<file path="src/rtl/aqp_esp_spi_phy.sv">
// Byte-level SPI mode-0 slave front end for the ESP link.
// Oversamples the SPI pins in the clk domain; frames messages and shifts bytes in/out MSB first.
module aqp_esp_spi_phy #(
  parameter int unsigned SYNC_STAGES = 2
) (
  input  logic       clk,
  input  logic       reset,
  input  logic       esp_ssel_n,
  input  logic       esp_sclk,
  input  logic       esp_mosi,
  output logic       esp_miso,
  output logic       msg_start,
  output logic       msg_end,
  output logic [7:0] rxdata,
  output logic       rxdata_valid,
  input  logic [7:0] txdata,
  output logic       txdata_ack
);

  logic [SYNC_STAGES-1:0] ssel_sync, sclk_sync, mosi_sync;
  logic                   ssel_hist, sclk_hist;
  logic                   ssel_s, sclk_s, mosi_s;
  logic                   ssel_fall, ssel_rise, sclk_rise, sclk_fall;

  // The ssel chain clears to 0 so a select held low through reset never looks idle; the
  // history flop holds the idle value and armed_q blocks the resulting false falling edge.
  always_ff @(posedge clk) begin
    if (reset) begin
      ssel_sync <= '0;
      sclk_sync <= '0;
      mosi_sync <= '0;
      ssel_hist <= 1'b1;
      sclk_hist <= 1'b0;
    end else begin
      ssel_sync <= {ssel_sync[SYNC_STAGES-2:0], esp_ssel_n};
      sclk_sync <= {sclk_sync[SYNC_STAGES-2:0], esp_sclk};
      mosi_sync <= {mosi_sync[SYNC_STAGES-2:0], esp_mosi};
      ssel_hist <= ssel_s;
      sclk_hist <= sclk_s;
    end
  end

  assign ssel_s    = ssel_sync[SYNC_STAGES-1];
  assign sclk_s    = sclk_sync[SYNC_STAGES-1];
  assign mosi_s    = mosi_sync[SYNC_STAGES-1];
  assign ssel_fall = ssel_hist & ~ssel_s;
  assign ssel_rise = ~ssel_hist & ssel_s;
  assign sclk_rise = ~sclk_hist & sclk_s;
  assign sclk_fall = sclk_hist & ~sclk_s;

  logic       armed_q, armed_d;
  logic       active_q, active_d;
  logic       seen_q, seen_d;
  logic [2:0] cnt_q, cnt_d;
  logic [7:0] rx_q, rx_d;
  logic [7:0] tx_q, tx_d;
  logic       miso_q, miso_d;
  logic [7:0] rxdata_q, rxdata_d;
  logic       valid_q, valid_d;
  logic       start_q, start_d;
  logic       end_q, end_d;
  logic       ack_q, ack_d;

  always_comb begin
    armed_d  = armed_q | ssel_s;
    active_d = active_q;
    seen_d   = seen_q;
    cnt_d    = cnt_q;
    rx_d     = rx_q;
    tx_d     = tx_q;
    miso_d   = miso_q;
    rxdata_d = rxdata_q;
    valid_d  = 1'b0;
    start_d  = 1'b0;
    end_d    = 1'b0;
    ack_d    = 1'b0;

    if (ssel_fall && armed_q) begin
      active_d = 1'b1;
      start_d  = 1'b1;
      seen_d   = 1'b0;
      cnt_d    = 3'd0;
      rx_d     = 8'h00;
      tx_d     = txdata;
      ack_d    = 1'b1;
      miso_d   = txdata[7];
    end else if (ssel_rise && active_q) begin
      // Deselect wins over any coincident sclk edge; a partial byte is dropped.
      active_d = 1'b0;
      end_d    = 1'b1;
      cnt_d    = 3'd0;
      miso_d   = 1'b0;
    end else if (active_q) begin
      if (sclk_rise) begin
        rx_d   = {rx_q[6:0], mosi_s};
        cnt_d  = cnt_q + 3'd1;
        seen_d = 1'b1;
        if (cnt_q == 3'd7) begin
          rxdata_d = {rx_q[6:0], mosi_s};
          valid_d  = 1'b1;
        end
      end else if (sclk_fall && seen_q) begin
        if (cnt_q == 3'd0) begin
          tx_d   = txdata;
          ack_d  = 1'b1;
          miso_d = txdata[7];
        end else begin
          tx_d   = {tx_q[6:0], 1'b0};
          miso_d = tx_q[6];
        end
      end
    end
  end

  always_ff @(posedge clk) begin
    if (reset) begin
      armed_q  <= 1'b0;
      active_q <= 1'b0;
      seen_q   <= 1'b0;
      cnt_q    <= 3'd0;
      rx_q     <= 8'h00;
      tx_q     <= 8'h00;
      miso_q   <= 1'b0;
      rxdata_q <= 8'h00;
      valid_q  <= 1'b0;
      start_q  <= 1'b0;
      end_q    <= 1'b0;
      ack_q    <= 1'b0;
    end else begin
      armed_q  <= armed_d;
      active_q <= active_d;
      seen_q   <= seen_d;
      cnt_q    <= cnt_d;
      rx_q     <= rx_d;
      tx_q     <= tx_d;
      miso_q   <= miso_d;
      rxdata_q <= rxdata_d;
      valid_q  <= valid_d;
      start_q  <= start_d;
      end_q    <= end_d;
      ack_q    <= ack_d;
    end
  end

  assign esp_miso     = miso_q;
  assign msg_start    = start_q;
  assign msg_end      = end_q;
  assign rxdata       = rxdata_q;
  assign rxdata_valid = valid_q;
  assign txdata_ack   = ack_q;

endmodule

</file>
<file path="config.mk">
export PLATFORM = sky130hd
export DESIGN_NAME = aqp_esp_spi_phy
export DESIGN_NICKNAME = d
export VERILOG_FILES = /design/src/rtl/aqp_esp_spi_phy.sv
export SDC_FILE = /design/constraint.sdc
export NUM_CORES = 1
export LEC_CHECK = 0
export CORE_MARGIN = 3
export CORE_UTILIZATION = 35
export CTS_CLUSTER_DIAMETER = 50
export DETAILED_ROUTE_END_ITERATION = 10
export PLACE_DENSITY = 0.53
export SETUP_SLACK_MARGIN = 0.05
export SYNTH_ARGS = -nofsm -noshare
export SYNTH_HDL_FRONTEND = slang
export SYNTH_SLANG_ARGS = --single-unit
</file>
<file path="constraint.sdc">
create_clock -name clk -period 2.8 [get_ports clk]
set_clock_uncertainty 0.05 [all_clocks]
set_input_delay 0.42 -clock clk [delete_from_list [all_inputs] [get_ports clk]]
set_output_delay 0.42 -clock clk [all_outputs]
set_load 0.01 [all_outputs]
</file>
==> metrics.md <==
| Metric | Value |
|---|---|
| RSZ-0062 raised after global routing | no |
| Nets@finish | about 200 |
| DR iter-0 viols | 50 |
| Crit start category | flop |
| Slew @ Worst Pin | 473 ps |
| Post-CTS sizing | 0 |
| WS Path Type | flop to flop |
| Worst-skew pair later-pin latency | around 290 ps |
| Hold crit path type | flop to flop |
| N_diodes | 0 |
| Mapped Area | around 1600 um2 |
| H-tree levels | 2 |
| Congestion Overflow GR | 0 |
| Via count | roughly 1,100 |
| Slew Viols, Final | 0 |
| CP Capture Type | flop |
| Worst reg-to-reg setup slack | around 1100 ps |
| GRT Overall Usage | 11.7% |
| CTS tree | built |
| Cell accounting for the most synthesized area | dfxtp_1 |
| Vias in the first global route | ~1,100 |
| Final worst slack | approximately 1100 ps |
| Fin crit period | about 1700 ps |
| Largest cells by area after synthesis | dfxtp_1 (50%), mux2i_1 (13%), nor2_1 (5.3%) |
| Worst EP arrival | approximately 1800 ps |
| Max_cap viols | 0 |
| Die height | 74.3 um |
| WP data required | ~2900 ps |
| Worst hold slack | 392 ps |
| Rel. slew slack | 68.5% |
| DP HPWL | around 2.2 mm |
| Site Rows | 24 |
| Synth Area per Inst | approximately 10 um2 |
| Final Hold Fails | 0 |
| PortBufs | 25 |
| Ports | 26 |
| Synth unique cells | 34 |
| Detail Route Antenna Nets | 0 |
| Placer congestion estimate | 0.704 |
| # setup viols final | 0 |
| Total Routed Length | between 2 and 3 mm |
| Status | complete, no violations |
| # DRC | 0 |
| Pwr per Cell Area | 516 nW/um2 |
| Mapped Cells | 156 |
| Layout Area Growth over Synthesis | 22.0% |
| CORE AREA | 4440 um2 |
| Setup WS pre-CTS | 1120 ps |
| Largest net degree at the start of global routing | 26 |
| Die area | around 5500 um2 |
| Peak Freq | between 0.5 and 0.6 GHz |
| Chip width | 74.3 um |
| Post-synthesis sequential area ratio | 50.2% |
| Clock buffer depth | 2 |
| Total CTS buffers | 5 |
| Leakage | between 0.0008 and 0.0009 uW |
| CTS Sinks | ~40 |
| Yosys warns | 0 |
| Final Cell Area | 1990 um2 |
| Fraction of layout cells with a size suffix above 1 | about an eighth |
| Worst VDD drop | 0.000302 V |
| Clk root buf | clkbuf_8 |
| Hold_buf cts | 0 |
| Core Util, Final | about 45% |
| Routed length per instance | 12.5 um |
| Global-route wire length before repair | roughly 4.9 mm |
| FF+latch count, synth | between 40 and 50 |
| Postcts setup bufs | 0 |
| Clock transition at the registers of the reported paths | 70 ps |
| Net Count, Synth | about 170 |
| First-pass DRT Iterations | 4 |
| Final worst-path cycle share | approximately 60% |
| DP Area | 1910 um2 |
| Top cell type's share of synthesized area | approximately half |
| Crit-path max FO | 8 |
| Setup Total Neg Slack | 0 ps |
| Starting Density | a little under two fifths |
| Post-DR vias/cell | around 4.8 |
| Initial antenna violation count | 0 |
[cell families (layout without fill, tap and decap cells)]
| family | Yosys count | after routing | share of synthesized area [%] |
|---|---|---|---|
| simple gates | 54 | 54 | 18.0 |
| flops | 41 | 41 | 50.2 |
| compound gates | 23 | 23 | 11.5 |
| mux | 22 | 22 | 13.5 |
| buf+inv | 12 | 39 | 3.98 |
| fa+ha+maj | 3 | 3 | 2.30 |
| xor+xnor | 1 | 1 | 0.536 |
[Yosys cell counts]
cell / number
a21o_1: 1
a21oi_1: 5
a21oi_2: 7
a32o_1: 1
and2_1: 1
and2_4: 1
and3b_1: 1
and4b_4: 1
buf_2: 1
buf_4: 1
buf_6: 2
clkbuf_1: 3
dfxtp_1: 41
ha_1: 3
inv_1: 4
inv_2: 1
mux2i_1: 22
nand2_1: 6
nand2b_1: 1
nand2b_2: 1
nand3_1: 1
nand3b_1: 1
nand3b_4: 1
nand4b_1: 1
nor2_1: 23
nor2b_1: 7
nor2b_2: 1
nor3_1: 4
nor4_1: 1
o2111ai_4: 1
o21ai_1: 1
o31ai_1: 7
or2_1: 2
xnor2_1: 1
[path summary, 6_finish.rpt]
path,startpoint,to,cells past startpoint
worst max-delay path,active_q,rx_q[5],4
worst max register to register,active_q,rx_q[5],4
worst min register to register,mosi_sync[0],mosi_sync[1],1
worst min-delay path,mosi_sync[0],mosi_sync[1],1
[through the flow]
stage / instances / power (uW)
finish: 235 / 1030
global route: 235 / 1070
CTS: 235 / 1040
detailed placement: 227 / 680
global placement: 227 / 677
floorplan: 156 / 652
[cells in the final DEF (no fill, tap or decap), types with 2 or more instances in the layout]
cell type | synthesis | final
dfxtp_1 | 41 | 41
clkdlybuf4s50_1 | 0 | 25
nor2_1 | 23 | 23
mux2i_1 | 22 | 22
a21oi_2 | 7 | 7
o31ai_1 | 7 | 7
nor2b_1 | 7 | 7
nand2_1 | 6 | 6
a21oi_1 | 5 | 5
clkbuf_8 | 0 | 5
inv_1 | 4 | 4
nor3_1 | 4 | 4
ha_1 | 3 | 3
or2_1 | 2 | 2
clkinv_2 | 0 | 2
[worst max-delay path, cell delays in order, from the launching register on]
cell	delay [ps]
dfxtp_1	420
and3b_1	350
and2_1	470
mux2i_1	250
nor2_1	60
[layer usage]
layer  share of wire [%]  vias up  GRT usage (%)
met4                 1.5        0           4.74
li1                    -      582              -
met2                  46       21           17.7
met3                 4.3        6           4.19
met1                  48      530           15.3
met5                   0        -              0
[flip-flops by register name, summed over array words and instances, names as in the netlist]
signal and count:
sclk_hist 1, msg_end 1, msg_start 1, rxdata 8, ssel_hist 1, active_q 1, mosi_sync 2, ssel_sync 2
rx_q 7, esp_miso 1, armed_q 1, txdata_ack 1, tx_q 7, cnt_q 3, seen_q 1, rxdata_valid 1
sclk_sync 2
[power by group]
group          internal, uW  total (uW)  switching, uW
registers               595         604           8.95
logic                  32.3        60.9           28.6
clock network           173         364            191
total                   800        1030            229
[area by class of cell]
class                   count  area, um2
fillers                   439       2450
flip-flops and latches     41        821
multi-input cells         103        748
repair buffers             26        258
clock buffers               6       72.6
well taps                  52       65.1
inverters                   5       18.8
clock inverters             2       10.0
(Power assumes the default switching activity.)
